### src/rtl/uart_defs.sv
// rtl/uart_defs.sv - shared UART receiver constants and FSM state encoding
package uart_defs;

    localparam int DEFAULT_BAUD_DIV = 434;

    localparam logic [2:0] ST_IDLE  = 3'd0;
    localparam logic [2:0] ST_START = 3'd1;
    localparam logic [2:0] ST_DATA  = 3'd2;
    localparam logic [2:0] ST_STOP  = 3'd3;
    localparam logic [2:0] ST_BREAK = 3'd4;

endpackage

### src/rtl/sync_fifo.sv
// rtl/sync_fifo.sv - synchronous FIFO with count-based full/empty
module sync_fifo #(
    parameter int WIDTH = 8,
    parameter int DEPTH = 4
) (
    input  logic             clk,
    input  logic             rst,
    input  logic             push,
    input  logic             pop,
    input  logic [WIDTH-1:0] din,
    output logic [WIDTH-1:0] dout,
    output logic             empty,
    output logic             full
);

    localparam int AW   = $clog2(DEPTH);
    localparam int CNTW = AW + 1;

    logic [WIDTH-1:0] mem [DEPTH];
    logic [AW-1:0]    wr_ptr;
    logic [AW-1:0]    rd_ptr;
    logic [CNTW-1:0]  count;
    logic             do_push;
    logic             do_pop;

    assign empty = (count == '0);
    assign full  = (count == CNTW'(DEPTH));
    assign dout  = mem[rd_ptr];

    // A push into a full FIFO is only accepted when a pop frees a slot in the same cycle.
    assign do_pop  = pop && !empty;
    assign do_push = push && (!full || do_pop);

    always_ff @(posedge clk) begin
        if (!rst) begin
            wr_ptr <= '0;
            rd_ptr <= '0;
            count  <= '0;
            for (int i = 0; i < DEPTH; i++) begin
                mem[i] <= '0;
            end
        end else begin
            if (do_push) begin
                mem[wr_ptr] <= din;
                wr_ptr      <= wr_ptr + AW'(1);
            end
            if (do_pop) begin
                rd_ptr <= rd_ptr + AW'(1);
            end
            case ({do_push, do_pop})
                2'b10:   count <= count + CNTW'(1);
                2'b01:   count <= count - CNTW'(1);
                default: count <= count;
            endcase
        end
    end

endmodule

### src/rtl/uart_rx_fifo.sv
// rtl/uart_rx_fifo.sv - 8N1 UART receiver feeding a small byte FIFO with sticky error flags
module uart_rx_fifo
    import uart_defs::*;
#(
    parameter int RATE_FREQ_BAUD = DEFAULT_BAUD_DIV,
    parameter int FIFO_DEPTH     = 4
) (
    input  logic       clk,
    input  logic       rst,
    input  logic       rx,
    input  logic       rd,
    input  logic       clr_err,
    output logic [7:0] data_out,
    output logic       data_av,
    output logic       frame_err,
    output logic       overrun,
    output logic       irq
);

    localparam int HALF = RATE_FREQ_BAUD / 2;
    localparam int CW   = $clog2(RATE_FREQ_BAUD);
    localparam logic [CW-1:0] HALF_LAST = CW'(HALF - 1);
    localparam logic [CW-1:0] BIT_LAST  = CW'(RATE_FREQ_BAUD - 1);

    logic          rx_meta;
    logic          rx_s;
    logic [2:0]    state;
    logic [CW-1:0] cnt;
    logic [2:0]    bit_idx;
    logic [7:0]    shreg;
    logic          stop_sample;
    logic          push;
    logic          set_fe;
    logic          set_ovr;
    logic          empty;
    logic          full;

    assign stop_sample = (state == ST_STOP) && (cnt == BIT_LAST);
    assign push        = stop_sample && rx_s;
    assign set_fe      = stop_sample && !rx_s;
    assign set_ovr     = push && full && !rd;

    assign data_av = !empty;
    assign irq     = data_av;

    sync_fifo #(
        .WIDTH (8),
        .DEPTH (FIFO_DEPTH)
    ) u_fifo (
        .clk   (clk),
        .rst   (rst),
        .push  (push),
        .pop   (rd),
        .din   (shreg),
        .dout  (data_out),
        .empty (empty),
        .full  (full)
    );

    always_ff @(posedge clk) begin
        if (!rst) begin
            rx_meta   <= 1'b1;
            rx_s      <= 1'b1;
            state     <= ST_IDLE;
            cnt       <= '0;
            bit_idx   <= '0;
            shreg     <= '0;
            frame_err <= 1'b0;
            overrun   <= 1'b0;
        end else begin
            rx_meta <= rx;
            rx_s    <= rx_meta;

            case (state)
                ST_IDLE: begin
                    cnt <= '0;
                    if (!rx_s) begin
                        state <= ST_START;
                    end
                end
                ST_START: begin
                    if (cnt == HALF_LAST) begin
                        cnt     <= '0;
                        bit_idx <= '0;
                        state   <= rx_s ? ST_IDLE : ST_DATA;
                    end else begin
                        cnt <= cnt + CW'(1);
                    end
                end
                ST_DATA: begin
                    if (cnt == BIT_LAST) begin
                        cnt     <= '0;
                        shreg   <= {rx_s, shreg[7:1]};
                        bit_idx <= bit_idx + 3'd1;
                        if (bit_idx == 3'd7) begin
                            state <= ST_STOP;
                        end
                    end else begin
                        cnt <= cnt + CW'(1);
                    end
                end
                ST_STOP: begin
                    if (cnt == BIT_LAST) begin
                        cnt   <= '0;
                        state <= rx_s ? ST_IDLE : ST_BREAK;
                    end else begin
                        cnt <= cnt + CW'(1);
                    end
                end
                ST_BREAK: begin
                    // Wait out a held-low line so it cannot look like a fresh start bit.
                    if (rx_s) begin
                        state <= ST_IDLE;
                    end
                end
                default: state <= ST_IDLE;
            endcase

            if (set_fe) begin
                frame_err <= 1'b1;
            end else if (clr_err) begin
                frame_err <= 1'b0;
            end

            if (set_ovr) begin
                overrun <= 1'b1;
            end else if (clr_err) begin
                overrun <= 1'b0;
            end
        end
    end

endmodule

### config.mk
export PLATFORM = sky130hd
export DESIGN_NAME = uart_rx_fifo
export DESIGN_NICKNAME = d
export VERILOG_FILES = /design/src/rtl/uart_defs.sv /design/src/rtl/sync_fifo.sv /design/src/rtl/uart_rx_fifo.sv
export SDC_FILE = /design/constraint.sdc
export NUM_CORES = 1
export LEC_CHECK = 0
export CAP_MARGIN = 40
export CORE_ASPECT_RATIO = 0.6
export CORE_MARGIN = 2
export CORE_UTILIZATION = 35
export CTS_BUF_LIST = sky130_fd_sc_hd__clkbuf_8
export DETAILED_ROUTE_END_ITERATION = 7
export PLACE_DENSITY = 0.6
export SLEW_MARGIN = 40
export SYNTH_ARGS = -nofsm -noshare
export SYNTH_HDL_FRONTEND = slang
export SYNTH_SLANG_ARGS = --single-unit
### constraint.sdc
create_clock -name clk -period 3.7 [get_ports clk]
set_clock_uncertainty 0.05 [all_clocks]
set_input_delay 0.925 -clock clk [delete_from_list [all_inputs] [get_ports clk]]
set_output_delay 0.925 -clock clk [all_outputs]
set_load 0.005 [all_outputs]
==> impl_metrics.csv, run 1 <==
group,metric,value,unit
logic_synthesis,synth_area_leaders,"edfxtp_1 30%, dfxtp_1 22%, mux4_2 5.6%, nor3_1 3.6%, nor3_2 3.1%",
timing,setup_viol,0,
timing,rsz0062_at_grt,"no",
timing,drv_slew,0,
timing,final.setup.tns,0,ns
logic_synthesis,yosysTopAreaCell,"edfxtp_1",
logic_synthesis,synth-main-ff-cell,"dfxtp_1",
setup_path,cp_max_fo,8,
clocking,cts_tree,"done",
floorplan,die_h,78.31,µm
global_route,gr-usage-met3,4.567,%
run_status,status,"finished, final reports clean",
logic_synthesis,synth_cells,294,
route,drc,0,
clocking,cts_hold_buf,0,
logic_synthesis,avgSynthCellArea,10.95,µm²
logic_synthesis,syn-cell-area,0.003221,mm²
floorplan,fp.dieW,127.8,µm
floorplan,initial_core_util,35.57,%
power,power.density,377.9,mW/mm²
min_path,min_path_type,"reg2reg",
clocking,clkTransAtPathRegs,0.07,ns
setup_path,start_kind,"flip-flop",
clocking,clk_latency,0.35,ns
clocking,cts.sinks,68,
clocking,post_cts_buffers,0,
placed_design,gp_congestion,0.7961,
clocking,cts-root-buf,"clkbuf_8",
global_route,met1_usage,23.26,%
logic_synthesis,ys_async_sr_fraction,0,%
timing,worst_pin_slew,0.6668,ns
finish,fill_cells,866,
power,ir_drop,0.1566,mV
clocking,htreeDepth,3,
setup_path,arrival,2.11,ns
power,p_leak,1.221,nW
logic_synthesis,synth_top_area_share,29.84,%
global_route,antenna_found_initial,0,
logic_synthesis,synth_edf_count,32,
global_route,grt_use_total,14.80,%
global_route,grt_start_max_net_pins,45,
timing,hold_viol,0,
logic_synthesis,synth_seq_area_share,52.21,%
setup_path,cp_data_required_time,2.72,ns
floorplan,rows,27,
floorplan,ios,17,
finish,antennaDiodeCount,0,
timing,timing.fmax,324.2,MHz
power,total_power,1.390,mW
route,viasPerCell,5.069,
clocking,ctsResizeCount,0,
route,wl,6811,µm
setup_path,critPathKind,"reg2out",
route,num_vias,2195,
timing,fin_crit_sh,83.36,%
route,routedWlPerCell,15.73,µm
global_route,grt_first_pass_wirelength,11070,µm
finish,nets,325,
logic_synthesis,yosys_warnings,0,
global_route,top_usage_layer,"met1",
placed_design,dp_cells,418,
clocking,numCtsBuffers,9,
finish,finalNonFillerCells,433,
finish,drive_gt1_share,15.77,%
global_route,met2_usage,18.34,%
finish,utilization,40.64,%
global_route,grt_pass1_vias,2060,
finish,syn_to_final_growth,14.26,%
floorplan,die_area,0.01001,mm²
flow_run,cap_violations,0,
logic_synthesis,synth_cell_type_count,54,
placed_design,hpwl,4629,µm
placed_design,io_buffers,16,
floorplan,core-area,0.009054,mm²
timing,finalCriticalPeriod,3.084,ns
timing,timing.slew.headroom,55.54,%
route,antenna_left,0,
logic_synthesis,synthesis.nets,306,
route,dr.pass1.iters,6,
setup_path,worst_setup_path_end_kind,"primary output",
route,drt_iter0_drc,189,
logic_synthesis,ys_ff_latch,68,
global_route,grt_overflow_total,0,
clocking,clockBufferDepth,2,
==> layout by cell type (no fill, tap or decap), types with 9 or more instances in the layout <==
| master | synthesis | routed |
|---|---|---|
| inv_1 | 22 | 22 |
| nor3_2 | 10 | 10 |
| edfxtp_1 | 32 | 32 |
| nor3_1 | 23 | 23 |
| clkbuf_8 | 0 | 9 |
| a21oi_1 | 13 | 13 |
| nand2_1 | 16 | 16 |
| nand3_1 | 9 | 9 |
| clkdlybuf4s50_1 | 0 | 16 |
| buf_4 | 2 | 10 |
| nor2_1 | 22 | 22 |
| dfxtp_1 | 36 | 36 |
| mux2i_1 | 9 | 9 |
==> cell type report <==
type	instances	area, µm²	area share (%)
Clock buffer	9	123.9	3.366
Tap cell	116	145.1	3.944
Timing Repair Buffer	26	235.2	6.392
Inverter	23	86.33	2.346
Clock inverter	6	41.29	1.122
Multi-Input combinational cell	185	1366	37.13
Sequential cell	68	1682	45.70
==> Yosys cell counts (2+ instances only) <==
library cell  number
o31a_1             2
o2111ai_1          2
o31ai_1            2
nand3_1            9
o22ai_1            8
xnor2_1            2
inv_1             22
or3_1              4
mux4_2             8
nor2_1            22
a21oi_1           13
nand4_4            2
or2_0              2
nand3b_1           2
ha_1               6
buf_2              3
nand2b_1           4
dfxtp_1           36
clkbuf_1          11
nor2b_1            2
mux2i_1            9
nor4_1             2
nor3_2            10
nor3_1            23
edfxtp_1          32
nand2_1           16
xor2_1             3
buf_4              2
and2_1             4
o21ai_0            7
==> per-layer routing <==
metal  up-vias  part of all wire [%]
met5         -                     0
met4         0                  0.95
met3         4                   4.4
met2        53                    39
met1      1034                    56
li1       1104                     -
==> where the power goes <==
group          internal (mW)  switching (mW)
Sequential             0.801         0.00715
Combinational         0.0221          0.0297
Clock                  0.239           0.292
==> critical path: stages (launching register included) <==
cell and delay (ns):
dfxtp_1 0.71, mux4_2 0.60, clkdlybuf4s50_1 0.46
==> through the flow <==
step / area, µm² / setup slack [ns] / hold WS, ns
after CTS: 3680 / 0.5699 / 0.3728
after global placement: 3515 / 0.3925 / 0.3536
after global routing: 3680 / 0.4106 / 0.4061
after floorplan: 3221 / 0.7517 / 0.3363
after detailed placement: 3515 / 0.2767 / 0.3518
final: 3680 / 0.6156 / 0.3659
==> cells by family (layout without fill, tap and decap cells) <==
group	after synthesis	count (layout)	synth area share [%]
and+or+nand+nor	113	113	21.10
xor gates and xnor gates	5	5	1.360
buffers and inverters	41	64	5.361
AOI/OAI and AO/OA	43	43	8.625
muxes	17	17	8.392
DFF	68	68	52.21
adders and majority gates	7	7	2.953
==> path summary, 6_finish.rpt <==
kind | from | end | slack (ns) | depth (start not counted)
hold / removal | rx_meta | rx_s | 0.37 | 1
setup / recovery | flip-flop | data_out[1] | 0.62 | 2
setup reg to reg | state[2] | u_fifo.count[2] | 1.03 | 9
hold reg to reg | rx_meta | rx_s | 0.37 | 1
==> registers in the layout, summed over array words and instances, names as in the netlist, 2 cells and up, named ones only <==
signal and flops:
bit_idx 3, cnt 9, shreg 8, state 3, u_fifo.count 3, u_fifo.mem 32, u_fifo.rd_ptr 2, u_fifo.wr_ptr 2
No activity file was read; power rests on OpenSTA's default activity.
==> inputs of run 2 (changes only) <==
==> constraint.sdc (replaced) <==
create_clock -name clk -period 2.97 [get_ports clk]
set_clock_uncertainty 0.05 [all_clocks]
set_input_delay 0.7425 -clock clk [delete_from_list [all_inputs] [get_ports clk]]
set_output_delay 0.7425 -clock clk [all_outputs]
set_load 0.005 [all_outputs]
==> run 2 against run 1 <==
Against the previous run: global-route usage rose by 0.60 points; critical path depth rose by 8; register-to-register slack got worse by 0.57 ns; wire length rose by 2.3%; sequential power rose by 25%; design area rose by 2.8%; hold slack got worse by 0.0011 ns.
==> impl_metrics.csv, run 2 (synthesized netlist as in run 1, its figures left out) <==
group,metric,value,unit
run_status,status,"finished, final reports clean",
global_route,grt_overflow_total,0,
global_route,grt_use_total,15.40,%
clocking,post_cts_buffers,0,
clocking,cts_tree,"done",
finish,nets,335,
finish,top_register,"u_fifo.mem",
min_path,hold_depth,1,
power,p_leak,1.298,nW
global_route,grt_pass1_vias,2244,
finish,largest_reg_flops,32,
clocking,cts-root-buf,"clkbuf_8",
timing,drv_slew,0,
route,dr.pass1.iters,4,
global_route,grt_start_max_net_pins,35,
clocking,clk_latency,0.35,ns
min_path,hold_path_end,"rx_s",
setup_path,r2r_slack,0.46,ns
setup_path,start_kind,"primary input",
clocking,clockBufferDepth,2,
finish,fill_cells,887,
route,drt_iter0_drc,206,
min_path,min_path_type,"reg2reg",
route,wl,6970,µm
finish,finalNonFillerCells,444,
finish,multi_input_area,0.001373,mm²
placed_design,gp_congestion,0.7730,
route,viasPerCell,5.248,
setup_path,cp_data_required_time,3.20,ns
timing,hold_viol,0,
setup_path,r2r-start,"cnt[1]",
timing,holdWs,0.3648,ns
timing,setup_viol,0,
clocking,cts.sinks,68,
setup_path,critPathKind,"in2reg",
finish,layout_commonest_cell,"dfxtp_1",
timing,finalCriticalPeriod,2.659,ns
clocking,ctsResizeCount,0,
flow_run,cap_violations,0,
route,drc,0,
finish,top_regs,"u_fifo.mem (32), cnt (9), shreg (8)",
min_path,worstHoldStart,"rx_meta",
clocking,htreeDepth,3,
floorplan,fp.dieW,127.8,µm
finish,stdcell_area,0.003784,mm²
floorplan,die_h,78.31,µm
clocking,clkTransAtPathRegs,0.07,ns
placed_design,dp_cells,427,
finish,utilization,41.79,%
placed_design,hpwl,4664,µm
power,ir_drop,0.1823,mV
setup_path,arrival,2.89,ns
floorplan,die_area,0.01001,mm²
placed_design,postPlaceCellArea,0.003582,mm²
floorplan,rows,27,
timing,final.setup.tns,0,ns
floorplan,ios,17,
global_route,grt_first_pass_wirelength,11670,µm
placed_design,io_buffers,16,
timing,worst_pin_slew,0.6493,ns
clocking,numCtsBuffers,9,
global_route,antenna_found_initial,0,
route,antenna_left,0,
finish,drive_gt1_share,18.29,%
power,total_power,1.792,mW
setup_path,r2r_end,"u_fifo.count[2]",
finish,syn_to_final_growth,17.48,%
timing,fin_crit_sh,89.52,%
finish,antennaDiodeCount,0,
finish,final_cell_mix,"36 x dfxtp_1, 32 x edfxtp_1, 24 x inv_1",
floorplan,initial_core_util,35.57,%
power,power.density,473.6,mW/mm²
floorplan,core-area,0.009054,mm²
finish,regArea,0.001682,mm²
setup_path,cp_max_fo,2,
timing,timing.fmax,376.1,MHz
clocking,cts_hold_buf,0,
route,num_vias,2330,
placed_design,place_ws,-0.2055,ns
route,routedWlPerCell,15.70,µm
timing,timing.slew.headroom,56.71,%
setup_path,worst_setup_path_end_kind,"flip-flop",
setup_path,rr_worst_depth,11,
timing,setup_slack,0.3111,ns
timing,rsz0062_at_grt,"no",
run 2: changes by cell type in the layout (fill, tap and decap cells not counted), sizes merged:
cell,before,now
clkinvlp,3,1
buf,10,20
inv,23,24
clkinv,3,4
bufinv,0,1
run 2: worst max-delay path, cell delays in order:
cell	delay (ns)
clkdlybuf4s50_1	0.45
nor4b_2	0.30
nor2_1	0.11
nand2_2	0.09
ha_1	0.16
inv_1	0.06
fa_1	0.38
xor2_1	0.16
or3_1	0.30
a21oi_1	0.14
run 2: cell type report:
type / instances / area share (%)
flip-flops and latches: 68 / 44.44
multi-input cells: 185 / 36.28
repair buffers: 36 / 8.300
well taps: 116 / 3.836
clock buffers: 9 / 3.274
inverters: 23 / 2.282
clock inverters: 7 / 1.587
run 2: worst max path at each step:
stage / start / end / slack [ns] / cells past startpoint
after global placement: rd / u_fifo.count[2] / -0.04 / 10
after CTS: rd / u_fifo.count[2] / 0.15 / 10
final: rd / u_fifo.count[2] / 0.31 / 10
after detailed placement: rd / u_fifo.count[2] / -0.21 / 10
after global routing: rd / u_fifo.count[2] / 0.11 / 10
after floorplan: rd / u_fifo.count[2] / 0.20 / 9
run 2: power by group:
group | internal, mW | switching [mW]
clock | 0.377 | 0.344
sequential | 0.998 | 0.00794
combinational | 0.0284 | 0.0376
total | 1.40 | 0.389
run 2: routing by layer:
metal  wire length [µm]  global-route usage [%]
met1               3486                   22.57
met2               2877                   21.12
met3                496                   4.363
met4                109                   6.374
met5                  0                       0
==> RTL change 1 (config.mk and constraints of run 1) <==
Register the inputs `rx`, `rd` and `clr_err` before use, with the module's reset. The logic sees them one clock later.
--- a/src/rtl/uart_rx_fifo.sv
+++ b/src/rtl/uart_rx_fifo.sv
@@ -22,6 +22,22 @@
     localparam logic [CW-1:0] HALF_LAST = CW'(HALF - 1);
     localparam logic [CW-1:0] BIT_LAST  = CW'(RATE_FREQ_BAUD - 1);
 
+    logic rx_q;
+    logic rd_q;
+    logic clr_err_q;
+
+    always_ff @(posedge clk) begin
+        if (!rst) begin
+            rx_q      <= '0;
+            rd_q      <= '0;
+            clr_err_q <= '0;
+        end else begin
+            rx_q      <= rx;
+            rd_q      <= rd;
+            clr_err_q <= clr_err;
+        end
+    end
+
     logic          rx_meta;
     logic          rx_s;
     logic [2:0]    state;
@@ -38,7 +54,7 @@
     assign stop_sample = (state == ST_STOP) && (cnt == BIT_LAST);
     assign push        = stop_sample && rx_s;
     assign set_fe      = stop_sample && !rx_s;
-    assign set_ovr     = push && full && !rd;
+    assign set_ovr     = push && full && !rd_q;
 
     assign data_av = !empty;
     assign irq     = data_av;
@@ -50,7 +66,7 @@
         .clk   (clk),
         .rst   (rst),
         .push  (push),
-        .pop   (rd),
+        .pop   (rd_q),
         .din   (shreg),
         .dout  (data_out),
         .empty (empty),
@@ -68,7 +84,7 @@
             frame_err <= 1'b0;
             overrun   <= 1'b0;
         end else begin
-            rx_meta <= rx;
+            rx_meta <= rx_q;
             rx_s    <= rx_meta;
 
             case (state)
@@ -118,13 +134,13 @@
 
             if (set_fe) begin
                 frame_err <= 1'b1;
-            end else if (clr_err) begin
+            end else if (clr_err_q) begin
                 frame_err <= 1'b0;
             end
 
             if (set_ovr) begin
                 overrun <= 1'b1;
-            end else if (clr_err) begin
+            end else if (clr_err_q) begin
                 overrun <= 1'b0;
             end
         end
Behaviour: same outputs for any inputs over 10 cycles, from zero or initial values and one cycle with rst low; that may be too few to reach the edited logic, so the function may still have changed.
==> RTL change 1 against run 1 <==
  * Register-to-register slack got worse by 270 ps
  * Setup slack improved by 35 ps
  * First-iteration DRC count rose by 26%
  * Power rose by 4.7%
  * Wire length barely moved
  * Area after synthesis rose by 3.2%
  * Die area rose by 3.1%
  * Final area rose by 3.1%
  * Maximum frequency rose by 1.1%
  * Global-route usage fell by 0.11 points
  * Sequential share of layout area rose by 0.20 points
  * Sequential cell count rose by 3
  * Critical endpoint is now data_out[6]
==> RTL change 1: results (changes against run 1) <==
status complete, no violations (unchanged); register area share after synthesis 52.4% (was 52.2%); Plain + repair buffers 22 (was 26); Slew @ Worst Pin 670 ps (was 667 ps); Multi-Input Combinational 201 (was 185); placed insts 433 (was 418); Final Cell Area 3790 sq um (was 3680 sq um); Area Overhead vs Synth 14.2% (was 14.3%); Crit path largest cell delay 690 ps (was 710 ps); Reg2Reg Depth 8 (was 9); vias in the first global route 2073 (was 2060); sequential share of cell area 45.9% (was 45.7%); complex-gate fraction of the synthesized area 8.55% (was 8.62%); Inverters excl. clock 9 (was 23); fraction of area in multi-input gates 38.9% (was 37.1%); xor and xnor fraction of the mapped netlist area 1.05% (was 1.36%); R2R Setup Slk 760 ps (was 1030 ps); GRT Overall Usage 14.7% (was 14.8%); wire length of the first global-routing pass 11200 um (was 11100 um); final WL 6810 um (about the same); share of cells above drive strength 1 12.5% (was 15.8%); adder-cell share of the synthesized area 2.48% (was 2.95%); Sink Count 71 (was 68); ClkCell Share 4.58% (was 4.49%); Hold Crit Start rx_q$_SDFF_PN0_ (was rx_meta$_SDFF_PN1_); Detailed Route Iter0 Violations 238 (was 189); top post-synthesis cells by area edfxtp_1 29%, dfxtp_1 23%, mux4_2 5.4% (was edfxtp_1 30%, dfxtp_1 22%, mux4_2 5.6%); fillers 930 (was 866); Worst Hold End rx_meta$_SDFF_PN1_ (was rx_s$_SDFF_PN1_); post-place setup slack 810 ps (was 277 ps); dpl cell area 3620 sq um (was 3510 sq um); Non-clock buffer share 5.41% (was 6.39%); GPL Wtd Cong 0.793 (was 0.796)
RTL change 1: power by group:
part	internal (mW)	leakage, nW	switching [mW]
combinational	0.0263	0.628	0.0371
clock	0.242	0.0812	0.306
sequential	0.834	0.648	0.0109
total	1.10	1.36	0.354
RTL change 1: worst max-delay path by stage:
| stage | startpoint | slack, ps | endpoint |
|---|---|---|---|
| floorplan | cnt[1]$_SDFFE_PN0P_ | 1180 | u_fifo.count[2]$_SDFFE_PN0P_ |
| global placement | state[2]$_SDFFE_PN0P_ | 860 | u_fifo.count[2]$_SDFFE_PN0P_ |
| detailed placement | state[2]$_SDFFE_PN0P_ | 810 | u_fifo.count[2]$_SDFFE_PN0P_ |
| CTS | register | 570 | data_out[4] |
| global route | register | 480 | data_out[6] |
| finish | register | 650 | data_out[6] |
RTL change 1: metal layers:
metal	up-vias	GRT usage (%)	share of wire (%)
li1	1122	-	-
met1	1066	23.3	55
met2	55	17.7	38
met3	7	5.23	6.0
met4	0	4.62	0.93
met5	-	0	0
==> RTL change 2 (config.mk and constraints of run 1) <==
Without the edit above. `DEFAULT_BAUD_DIV`: 434 -> 868.
--- a/src/rtl/uart_defs.sv
+++ b/src/rtl/uart_defs.sv
@@ -1,7 +1,7 @@
 // rtl/uart_defs.sv - shared UART receiver constants and FSM state encoding
 package uart_defs;
 
-    localparam int DEFAULT_BAUD_DIV = 434;
+    localparam int DEFAULT_BAUD_DIV = 868;
 
     localparam logic [2:0] ST_IDLE  = 3'd0;
     localparam logic [2:0] ST_START = 3'd1;
Behaviour: no difference found for any inputs over 10 cycles, from zero or initial values and one cycle with rst low; that may be too few to reach the edited logic, so the function may still have changed.
==> RTL change 2 against run 1 <==
  * Sequential cell count increased by 1
  * Global-route usage decreased by 0.89 points
  * Register-to-register slack improved by 150 ps
  * Sequential share of layout area increased by 1.1 points
  * Via count decreased by 9.7%
  * Final area decreased by 1.1%
  * Area after synthesis decreased by 0.85%
  * Wire length decreased by 8.9%
  * Power increased by 4.2%
  * Setup slack improved by 14 ps
  * Synthesized cell count decreased by 9.5%
==> RTL change 2: results (changes against run 1) <==
xor and xnor fraction of the mapped netlist area 3.02% (was 1.36%); Post-Syn Nets 276 (was 306); dpl hpwl 4400 um (was 4630 um); number of distinct library cells after synthesis 53 (was 54); adder-cell share of the synthesized area 2.19% (was 2.95%); R2R Setup Slk 1180 ps (was 1030 ps); share of cells above drive strength 1 14.1% (was 15.8%); final hold slack 372 ps (was 366 ps); dpl cell area 3460 sq um (was 3510 sq um); Sequential cell area 1700 sq um (was 1680 sq um); fillers 805 (was 866); GPL Wtd Cong 0.791 (was 0.796); mux cell area share after synthesis 9.40% (was 8.39%); maximum VDD drop 0.288 mV (was 0.157 mV); placed insts 386 (was 418); top post-synthesis cells by area edfxtp_1 30%, dfxtp_1 23%, and2_1 6.1% (was edfxtp_1 30%, dfxtp_1 22%, mux4_2 5.6%); Non-Filler Instances 402 (was 433); worst r2r src cnt[0]$_SDFFE_PN0P_ (was state[2]$_SDFFE_PN0P_); drt first pass iters 4 (was 6); drt wl/cell 15.4 um (was 15.7 um); via density per instance 4.93 (was 5.07); final worst-path cycle share 83.0% (was 83.4%); status complete, no violations (unchanged); vias in the first global route 1875 (was 2060); post-place setup slack 718 ps (was 277 ps); register area share after synthesis 53.3% (was 52.2%); GRT Overall Usage 13.9% (was 14.8%); wire length of the first global-routing pass 10200 um (was 11100 um); number of port buffers 16 (unchanged); complex-gate fraction of the synthesized area 4.08% (was 8.62%)
-- RTL change 2: cell count changes after synthesis, moves of 9 or more --
cell     before  now
nor3_1       23    4
nor3_2       10    1
nor2b_1       2   15
inv_1        22    7
and2_1        4   31
-- RTL change 2: worst max-delay path, cell delays in order (launching register included) --
cell,delay [ps]
dfxtp_1,680
mux4_2,600
clkdlybuf4s50_1,470
-- RTL change 2: cell type report --
| class | instances | area share, % |
|---|---|---|
| Sequential cell | 69 | 46.8 |
| Multi-Input combinational cell | 178 | 38.4 |
| Timing Repair Buffer | 20 | 5.23 |
| Tap cell | 112 | 3.85 |
| Clock buffer | 9 | 3.40 |
| Clock inverter | 7 | 1.62 |
| Inverter | 7 | 0.722 |
-- RTL change 2: logic make-up after synthesis --
family,Yosys count
XOR/XNOR,11
AND/OR/NAND/NOR,123
multiplexers,20
adder cells (fa/ha/maj),5
AO/OA/AOI/OAI,19
flip-flops,69
buffers and inverters,19
-- RTL change 2: worst paths after layout --
path	to	cells after the start
setup / recovery	data_out[1]	2
hold / removal	rx_s$_SDFF_PN1_	1
setup reg to reg	u_fifo.mem[0][4]$_SDFFCE_PN0P_	6
hold reg to reg	rx_s$_SDFF_PN1_	1
-- RTL change 2: metal layers --
metal	GRT usage (%)	routed length (um)	vias to the layer above
met3	5.03	292	10
met1	20.9	3520	967
li1	-	-	978
met2	17.3	2290	28
met5	0	0	-
met4	6.26	108	0
-- RTL change 2: where the power goes --
part | leakage [nW] | total (mW) | internal [mW] | switching (mW)
clock network | 0.0990 | 0.578 | 0.301 | 0.277
registers | 0.602 | 0.823 | 0.815 | 0.00832
logic | 0.543 | 0.0475 | 0.0252 | 0.0223
